[src/rtl/hilo_acc_if.sv]
// Product and direct-write channel between the multiplier/issue side and the HI/LO accumulator.
interface hilo_acc_if #(
  parameter int W = 32
);
  logic           mul_valid;
  logic [2*W-1:0] mul_z;
  logic [1:0]     mul_op;
  logic           mt_valid;
  logic           mt_sel;
  logic [W-1:0]   mt_data;
  logic           mt_ready;
  logic [W-1:0]   hi;
  logic [W-1:0]   lo;
  logic           hi_pending;
  logic           ov;

  modport master (
    output mul_valid, mul_z, mul_op, mt_valid, mt_sel, mt_data,
    input  mt_ready, hi, lo, hi_pending, ov
  );

  modport slave (
    input  mul_valid, mul_z, mul_op, mt_valid, mt_sel, mt_data,
    output mt_ready, hi, lo, hi_pending, ov
  );
endinterface

[src/rtl/hilo_acc.sv]
// HI/LO register pair with write/accumulate/subtract of a 2W-bit product, split into a
// LO-half stage and a HI-half stage joined by a registered carry/borrow.
module hilo_acc_chk (
  input logic clk,
  input logic reset,
  input logic mul_valid,
  input logic mt_ready,
  input logic hi_pending
);
  a_pend_follows_mul: assert property (@(posedge clk) disable iff (!reset)
    mul_valid |=> hi_pending);
  a_mt_exclusive: assert property (@(posedge clk) disable iff (!reset)
    mt_ready |-> (!mul_valid && !hi_pending));
endmodule

module hilo_acc #(
  parameter int W = 32
) (
  input logic       clk,
  input logic       reset,
  hilo_acc_if.slave bus
);
  typedef enum logic [1:0] {
    OP_WRITE = 2'b00,
    OP_ACC   = 2'b01,
    OP_SUB   = 2'b10,
    OP_RSVD  = 2'b11
  } op_e;

  logic [W-1:0] lo_q, lo_d;
  logic [W-1:0] hi_q, hi_d;
  logic [W-1:0] zh_q, zh_d;
  logic         c_q, c_d;
  logic         s2_valid_q, s2_valid_d;
  logic         ov_q, ov_d;
  op_e          op_q, op_d;

  logic [W-1:0] zl_s;
  logic [W:0]   lo_sum_s, lo_dif_s, hi_sum_s, hi_dif_s;
  logic         mt_ready_s;
  op_e          mul_op_s;

  assign zl_s     = bus.mul_z[W-1:0];
  assign mul_op_s = op_e'(bus.mul_op);

  // Top bit of each W+1-bit result is the carry (sum) or borrow (difference).
  assign lo_sum_s = {1'b0, lo_q} + {1'b0, zl_s};
  assign lo_dif_s = {1'b0, lo_q} - {1'b0, zl_s};
  assign hi_sum_s = {1'b0, hi_q} + {1'b0, zh_q} + {{W{1'b0}}, c_q};
  assign hi_dif_s = {1'b0, hi_q} - {1'b0, zh_q} - {{W{1'b0}}, c_q};

  assign mt_ready_s = bus.mt_valid & ~bus.mul_valid & ~s2_valid_q;

  // Next-state for both pipeline stages and the direct-write path.
  always_comb begin
    lo_d       = lo_q;
    hi_d       = hi_q;
    zh_d       = zh_q;
    c_d        = c_q;
    op_d       = op_q;
    ov_d       = ov_q;
    s2_valid_d = bus.mul_valid;

    if (bus.mul_valid) begin
      zh_d = bus.mul_z[2*W-1:W];
      op_d = mul_op_s;
      case (mul_op_s)
        OP_ACC:  {c_d, lo_d} = lo_sum_s;
        OP_SUB:  {c_d, lo_d} = lo_dif_s;
        default: begin
          lo_d = zl_s;
          c_d  = 1'b0;
        end
      endcase
    end else begin
      c_d = c_q;
    end

    // Stage 2 runs alongside a new stage 1; it only touches HI and ov.
    if (s2_valid_q) begin
      case (op_q)
        OP_ACC: begin
          hi_d = hi_sum_s[W-1:0];
          if (hi_sum_s[W]) begin
            ov_d = 1'b1;
          end else begin
            ov_d = ov_q;
          end
        end
        OP_SUB: begin
          hi_d = hi_dif_s[W-1:0];
          if (hi_dif_s[W]) begin
            ov_d = 1'b1;
          end else begin
            ov_d = ov_q;
          end
        end
        default: begin
          hi_d = zh_q;
          ov_d = 1'b0;
        end
      endcase
    end else begin
      hi_d = hi_q;
    end

    // Direct write can never coincide with either stage, so it cannot collide above.
    if (mt_ready_s) begin
      ov_d = 1'b0;
      if (bus.mt_sel) begin
        hi_d = bus.mt_data;
      end else begin
        lo_d = bus.mt_data;
      end
    end else begin
      ov_d = ov_d;
    end
  end

  // State registers; reset drops any in-flight HI half.
  always_ff @(posedge clk or negedge reset) begin
    if (!reset) begin
      lo_q       <= {W{1'b0}};
      hi_q       <= {W{1'b0}};
      zh_q       <= {W{1'b0}};
      c_q        <= 1'b0;
      op_q       <= OP_WRITE;
      ov_q       <= 1'b0;
      s2_valid_q <= 1'b0;
    end else begin
      lo_q       <= lo_d;
      hi_q       <= hi_d;
      zh_q       <= zh_d;
      c_q        <= c_d;
      op_q       <= op_d;
      ov_q       <= ov_d;
      s2_valid_q <= s2_valid_d;
    end
  end

  assign bus.lo         = lo_q;
  assign bus.hi         = hi_q;
  assign bus.ov         = ov_q;
  assign bus.hi_pending = s2_valid_q;
  assign bus.mt_ready   = mt_ready_s;

  hilo_acc_chk u_chk (
    .clk        (clk),
    .reset      (reset),
    .mul_valid  (bus.mul_valid),
    .mt_ready   (mt_ready_s),
    .hi_pending (s2_valid_q)
  );
endmodule

[src/flat_wrapper.sv]
// flat-port wrapper written by rule: the top's interface ports become plain ports
module hilo_acc_flat 
#(
  parameter int W = 32
)
  (clk, reset, bus_mul_valid, bus_mul_z, bus_mul_op, bus_mt_valid, bus_mt_sel, bus_mt_data, bus_mt_ready, bus_hi, bus_lo, bus_hi_pending, bus_ov);
  hilo_acc_if #(.W(W)) bus_i ();
  input logic clk;
  input logic reset;
  input wire logic [$bits(bus_i.mul_valid)-1:0] bus_mul_valid;
  input wire logic [$bits(bus_i.mul_z)-1:0] bus_mul_z;
  input wire logic [$bits(bus_i.mul_op)-1:0] bus_mul_op;
  input wire logic [$bits(bus_i.mt_valid)-1:0] bus_mt_valid;
  input wire logic [$bits(bus_i.mt_sel)-1:0] bus_mt_sel;
  input wire logic [$bits(bus_i.mt_data)-1:0] bus_mt_data;
  output wire logic [$bits(bus_i.mt_ready)-1:0] bus_mt_ready;
  output wire logic [$bits(bus_i.hi)-1:0] bus_hi;
  output wire logic [$bits(bus_i.lo)-1:0] bus_lo;
  output wire logic [$bits(bus_i.hi_pending)-1:0] bus_hi_pending;
  output wire logic [$bits(bus_i.ov)-1:0] bus_ov;
  assign bus_i.mul_valid = bus_mul_valid;
  assign bus_i.mul_z = bus_mul_z;
  assign bus_i.mul_op = bus_mul_op;
  assign bus_i.mt_valid = bus_mt_valid;
  assign bus_i.mt_sel = bus_mt_sel;
  assign bus_i.mt_data = bus_mt_data;
  assign bus_mt_ready = bus_i.mt_ready;
  assign bus_hi = bus_i.hi;
  assign bus_lo = bus_i.lo;
  assign bus_hi_pending = bus_i.hi_pending;
  assign bus_ov = bus_i.ov;
  hilo_acc #(.W(W)) u_core (.clk(clk), .reset(reset), .bus(bus_i));
endmodule
[config.mk]
export PLATFORM = sky130hd
export DESIGN_NAME = hilo_acc_flat
export DESIGN_NICKNAME = d
export VERILOG_FILES = /design/src/rtl/hilo_acc_if.sv /design/src/rtl/hilo_acc.sv /design/src/flat_wrapper.sv
export SDC_FILE = /design/constraint.sdc
export NUM_CORES = 1
export LEC_CHECK = 0
export ABC_AREA = 1
export BUFFER_PORTS_ARGS = -buffer_cell sky130_fd_sc_hd__buf_2
export CELL_PAD_IN_SITES_DETAIL_PLACEMENT = 1
export CELL_PAD_IN_SITES_GLOBAL_PLACEMENT = 1
export CORE_MARGIN = 8
export CORE_UTILIZATION = 32
export DETAILED_ROUTE_END_ITERATION = 16
export HOLD_SLACK_MARGIN = 0.06
export PLACE_DENSITY = 0.66
export RECOVER_POWER = 50
export SLEW_MARGIN = 40
export SYNTH_ARGS = -nofsm -noshare
export SYNTH_HDL_FRONTEND = slang
export SYNTH_SLANG_ARGS = --single-unit
[constraint.sdc]
create_clock -name clk -period 5.1 [get_ports clk]
set_input_delay 0.255 -clock clk [delete_from_list [all_inputs] [get_ports clk]]
set_output_delay 0.255 -clock clk [all_outputs]
set_load 0.02 [all_outputs]
==> results.yml <==
power_and_ir_drop:
  power_frac_clock: 0.118
  powerDensity_nw_per_um2: 386
  p_seq_frac: 0.167
  power_leakage_nw: 10.2
  combPwrFrac: 0.715
  swShare: 0.599
  vdd_ir_drop_max_mv: 0.182
  cell_internal_pwr_mw: 2.78
  p_switching_mw: 4.14
timing:
  fin_crit_sh: 0.651
  rsz0062_at_grt: "false"
  max_freq_mhz: 301
  setup_viol: 0
  finalMaxSlewViolations: 77
  fin_crit_ns: 3.32
  final.setup.tns_ns: 0
  finalHoldViolations: 0
  worst_pin_slew_ns: 3.23
  slew_headroom: -1.15
  clock_skew_ns: 0.0135
grt:
  antenna_found_initial: 4
  grt_pass1_wl_um: 118000
  grt_overflow: 0
  grt_usage: 0.268
  grt_max_degree: 77
  grt_pass1_vias: 19500
clock_tree:
  cts_buffers: 9
  root_buffer: "clkbuf_16"
  clkSlewWorstSetupHoldPaths_ns: 0.09
  htree_num_levels: 3
  clock_sinks: 101
  clk_path_buf_depth: 2
  tritoncts: "yes"
  clk-insertion-delay-late_ns: 0.41
  post_cts_buffers: 0
layout:
  multiInputGateArea_sq_um: 10900
  nNetsFinal: 3311
  fin_cells: 3718
  seqCellArea_sq_um: 2530
  fill_cells: 7034
  layout-drive-gt1-share: 0.0758
  syn_to_final_growth_pct: 10.7
  diodes: 0
logic_synthesis:
  synth-async-reset-ratio: 1.00
  yosysTopAreaCell: "nand2_1"
  synth_cells: 2916
  yosysSeqAreaShare: 0.156
  syn_avg_cell_area_sq_um: 5.55
  synth.distinct_cells: 48
  yosysMostFrequentCell: "nand2_1"
  synth.net_count: 3186
  netlist.area_leader.share: 0.212
  synth-edff-count: 0
  ys.flop_type: "dfrtp_1"
  synth-seq-cells: 101
  synth_warnings: 0
  yosys-top-cells-count: "nand2_1 (915), inv_1 (581), a21oi_1 (271)"
  synth.cell_area_sq_um: 16200
  synth.area.top_cells: "nand2_1 (21%), dfrtp_1 (16%), inv_1 (13%)"
drt:
  vias_per_cell: 5.16
  routedWlPerCell_um: 21.2
  wl_um: 79000
  drc: 0
  drt_pass1_iterations: 5
  vias: 19200
  first_iter_violations: 1462
  ant_nets: 0
placement:
  gp_congestion: 0.970
  dp_cells: 3684
  portBuffers: 169
  dp_hpwl_um: 65800
outcome:
  status: "finished, violations left"
  violations: "max-capacitance violations, max-slew violations"
min_path:
  hold_class: "in2reg"
floorplanning:
  row_count: 82
  die_w_um: 241
  pin_count: 170
  coreArea_sq_um: 50100
  dieArea_sq_um: 58000
  initial_core_util: 0.323
  die_h_um: 241
setup_path:
  worstSetupStartpointType: "flip-flop"
  critPathKind: "reg2reg"
  cp-end-kind: "flip-flop"
  reg2reg_slack_ns: 1.78
  cp.arrival_ns: 3.61
  cp_max_fo: 5
  worst_ep_required_time_ns: 5.39
run:
  maxCapViolCount: 1
flip-flops by register name (all words and copies together) (netlist names):
name	flops
u_core.bus.hi	32
u_core.bus.lo	32
u_core.zh_q	32
u_core.op_q	2
u_core.bus.hi_pending	1
u_core.bus.ov	1
u_core.c_q	1
worst paths after layout:
check | from | end | depth (start not counted)
max | u_core.bus.hi[18]$_DFF_PN0_ | u_core.bus.hi[24]$_DFF_PN0_ | 15
min | bus_mul_z[37] | u_core.zh_q[5]$_DFFE_PN0P_ | 3
max reg2reg | u_core.bus.hi[18]$_DFF_PN0_ | u_core.bus.hi[24]$_DFF_PN0_ | 15
min reg2reg | u_core.c_q$_DFFE_PN0P_ | u_core.c_q$_DFFE_PN0P_ | 2
max in group asynchronous | reset | u_core.bus.ov$_DFFE_PN0P_ | 3
min in group asynchronous | reset | u_core.zh_q[3]$_DFFE_PN0P_ | 2
repair_timing:
action,CTS,global route
hold buffers,18,0
resized for setup,0,0
endpoints found under the hold margin,74,0
final cells by class:
| type | count | share of cell area |
|---|---|---|
| inverter | 594 | 0.124 |
| clock inverter | 7 | 0.00489 |
| tap | 672 | 0.0469 |
| timing repair buffer | 200 | 0.0598 |
| sequential | 101 | 0.141 |
| clock buffer | 9 | 0.0126 |
| multi-input combinational | 2135 | 0.610 |
power groups by stage:
stage          combinational, mW  clock, mW  sequential [mW]
2_1_floorplan               3.18          0             1.23
3_3_place_gp                4.78          0             1.15
3_5_place_dp                4.87          0             1.16
4_1_cts                     4.91      0.839             1.15
5_1_grt                     5.49      0.851             1.18
6_report                    4.95      0.817             1.15
layer usage:
metal  up-vias  wire length (um)  part of all wire  global-route usage
met4         4              1550             0.020              0.0599
li1       9312                 -                 -                   -
met2       551             32700              0.41               0.405
met5         -                23           0.00029                   0
met3        71              6510             0.082              0.0688
met1      9256             38200              0.48               0.379
cell usage in the layout (no fill, tap or decap), drive strengths merged, types with 4 or more instances in the layout:
| master | Yosys | layout |
|---|---|---|
| o211ai | 9 | 9 |
| and3 | 4 | 4 |
| dlygate4sd3 | 0 | 18 |
| dfrtp | 101 | 101 |
| nand2 | 938 | 938 |
| clkbuf | 42 | 53 |
| buf | 43 | 138 |
| nor3 | 27 | 27 |
| a21oi | 280 | 280 |
| fa | 6 | 6 |
| nand3b | 10 | 10 |
| nand4 | 30 | 30 |
| nor2 | 269 | 269 |
| o22ai | 6 | 6 |
| inv | 591 | 597 |
| a21boi | 6 | 6 |
| o21ai | 109 | 109 |
| and2 | 6 | 6 |
| ha | 161 | 161 |
| a211oi | 4 | 4 |
| nand3 | 238 | 238 |
| xor2 | 4 | 4 |
| o21bai | 16 | 16 |
worst max-delay path, cell delays in order (launching register included):
cell     delay, ns
dfrtp_1       0.61
inv_1         0.09
ha_1          0.46
inv_1         0.20
ha_1          0.47
nand2_1       0.17
nor2_1        0.18
inv_1         0.10
nor2_1        0.17
nand3_1       0.13
nand3_1       0.11
nand2_1       0.05
nand3_1       0.16
nand3_1       0.17
nand2_1       0.10
a21oi_1       0.06
logic make-up (layout without fill, tap and decap cells):
family	Yosys count	after routing	share of synthesized area
flip-flops	101	101	0.156
AO/OA/AOI/OAI	439	439	0.146
XOR/XNOR	4	4	0.00216
buffers and inverters	680	810	0.169
adder cells (fa/ha/maj)	167	167	0.132
AND/OR/NAND/NOR	1525	1525	0.395
metrics by stage:
| step | power (mW) | util | instance area (sq um) | hold slack, ns | worst slack [ns] |
|---|---|---|---|---|---|
| 4_1_cts | 6.89 | 0.359 | 18000 | 0.0620 | 1.86 |
| 5_1_grt | 7.52 | 0.358 | 17900 | 0.0857 | 1.55 |
| 6_report | 6.92 | 0.358 | 17900 | 0.0755 | 1.78 |
| 2_1_floorplan | 4.41 | - | 16200 | -0.0406 | 2.70 |
| 3_5_place_dp | 6.03 | 0.349 | 17500 | 0.298 | 1.88 |
| 3_3_place_gp | 5.93 | 0.349 | 17500 | 0.447 | 1.95 |
(Power assumes the default switching activity.)
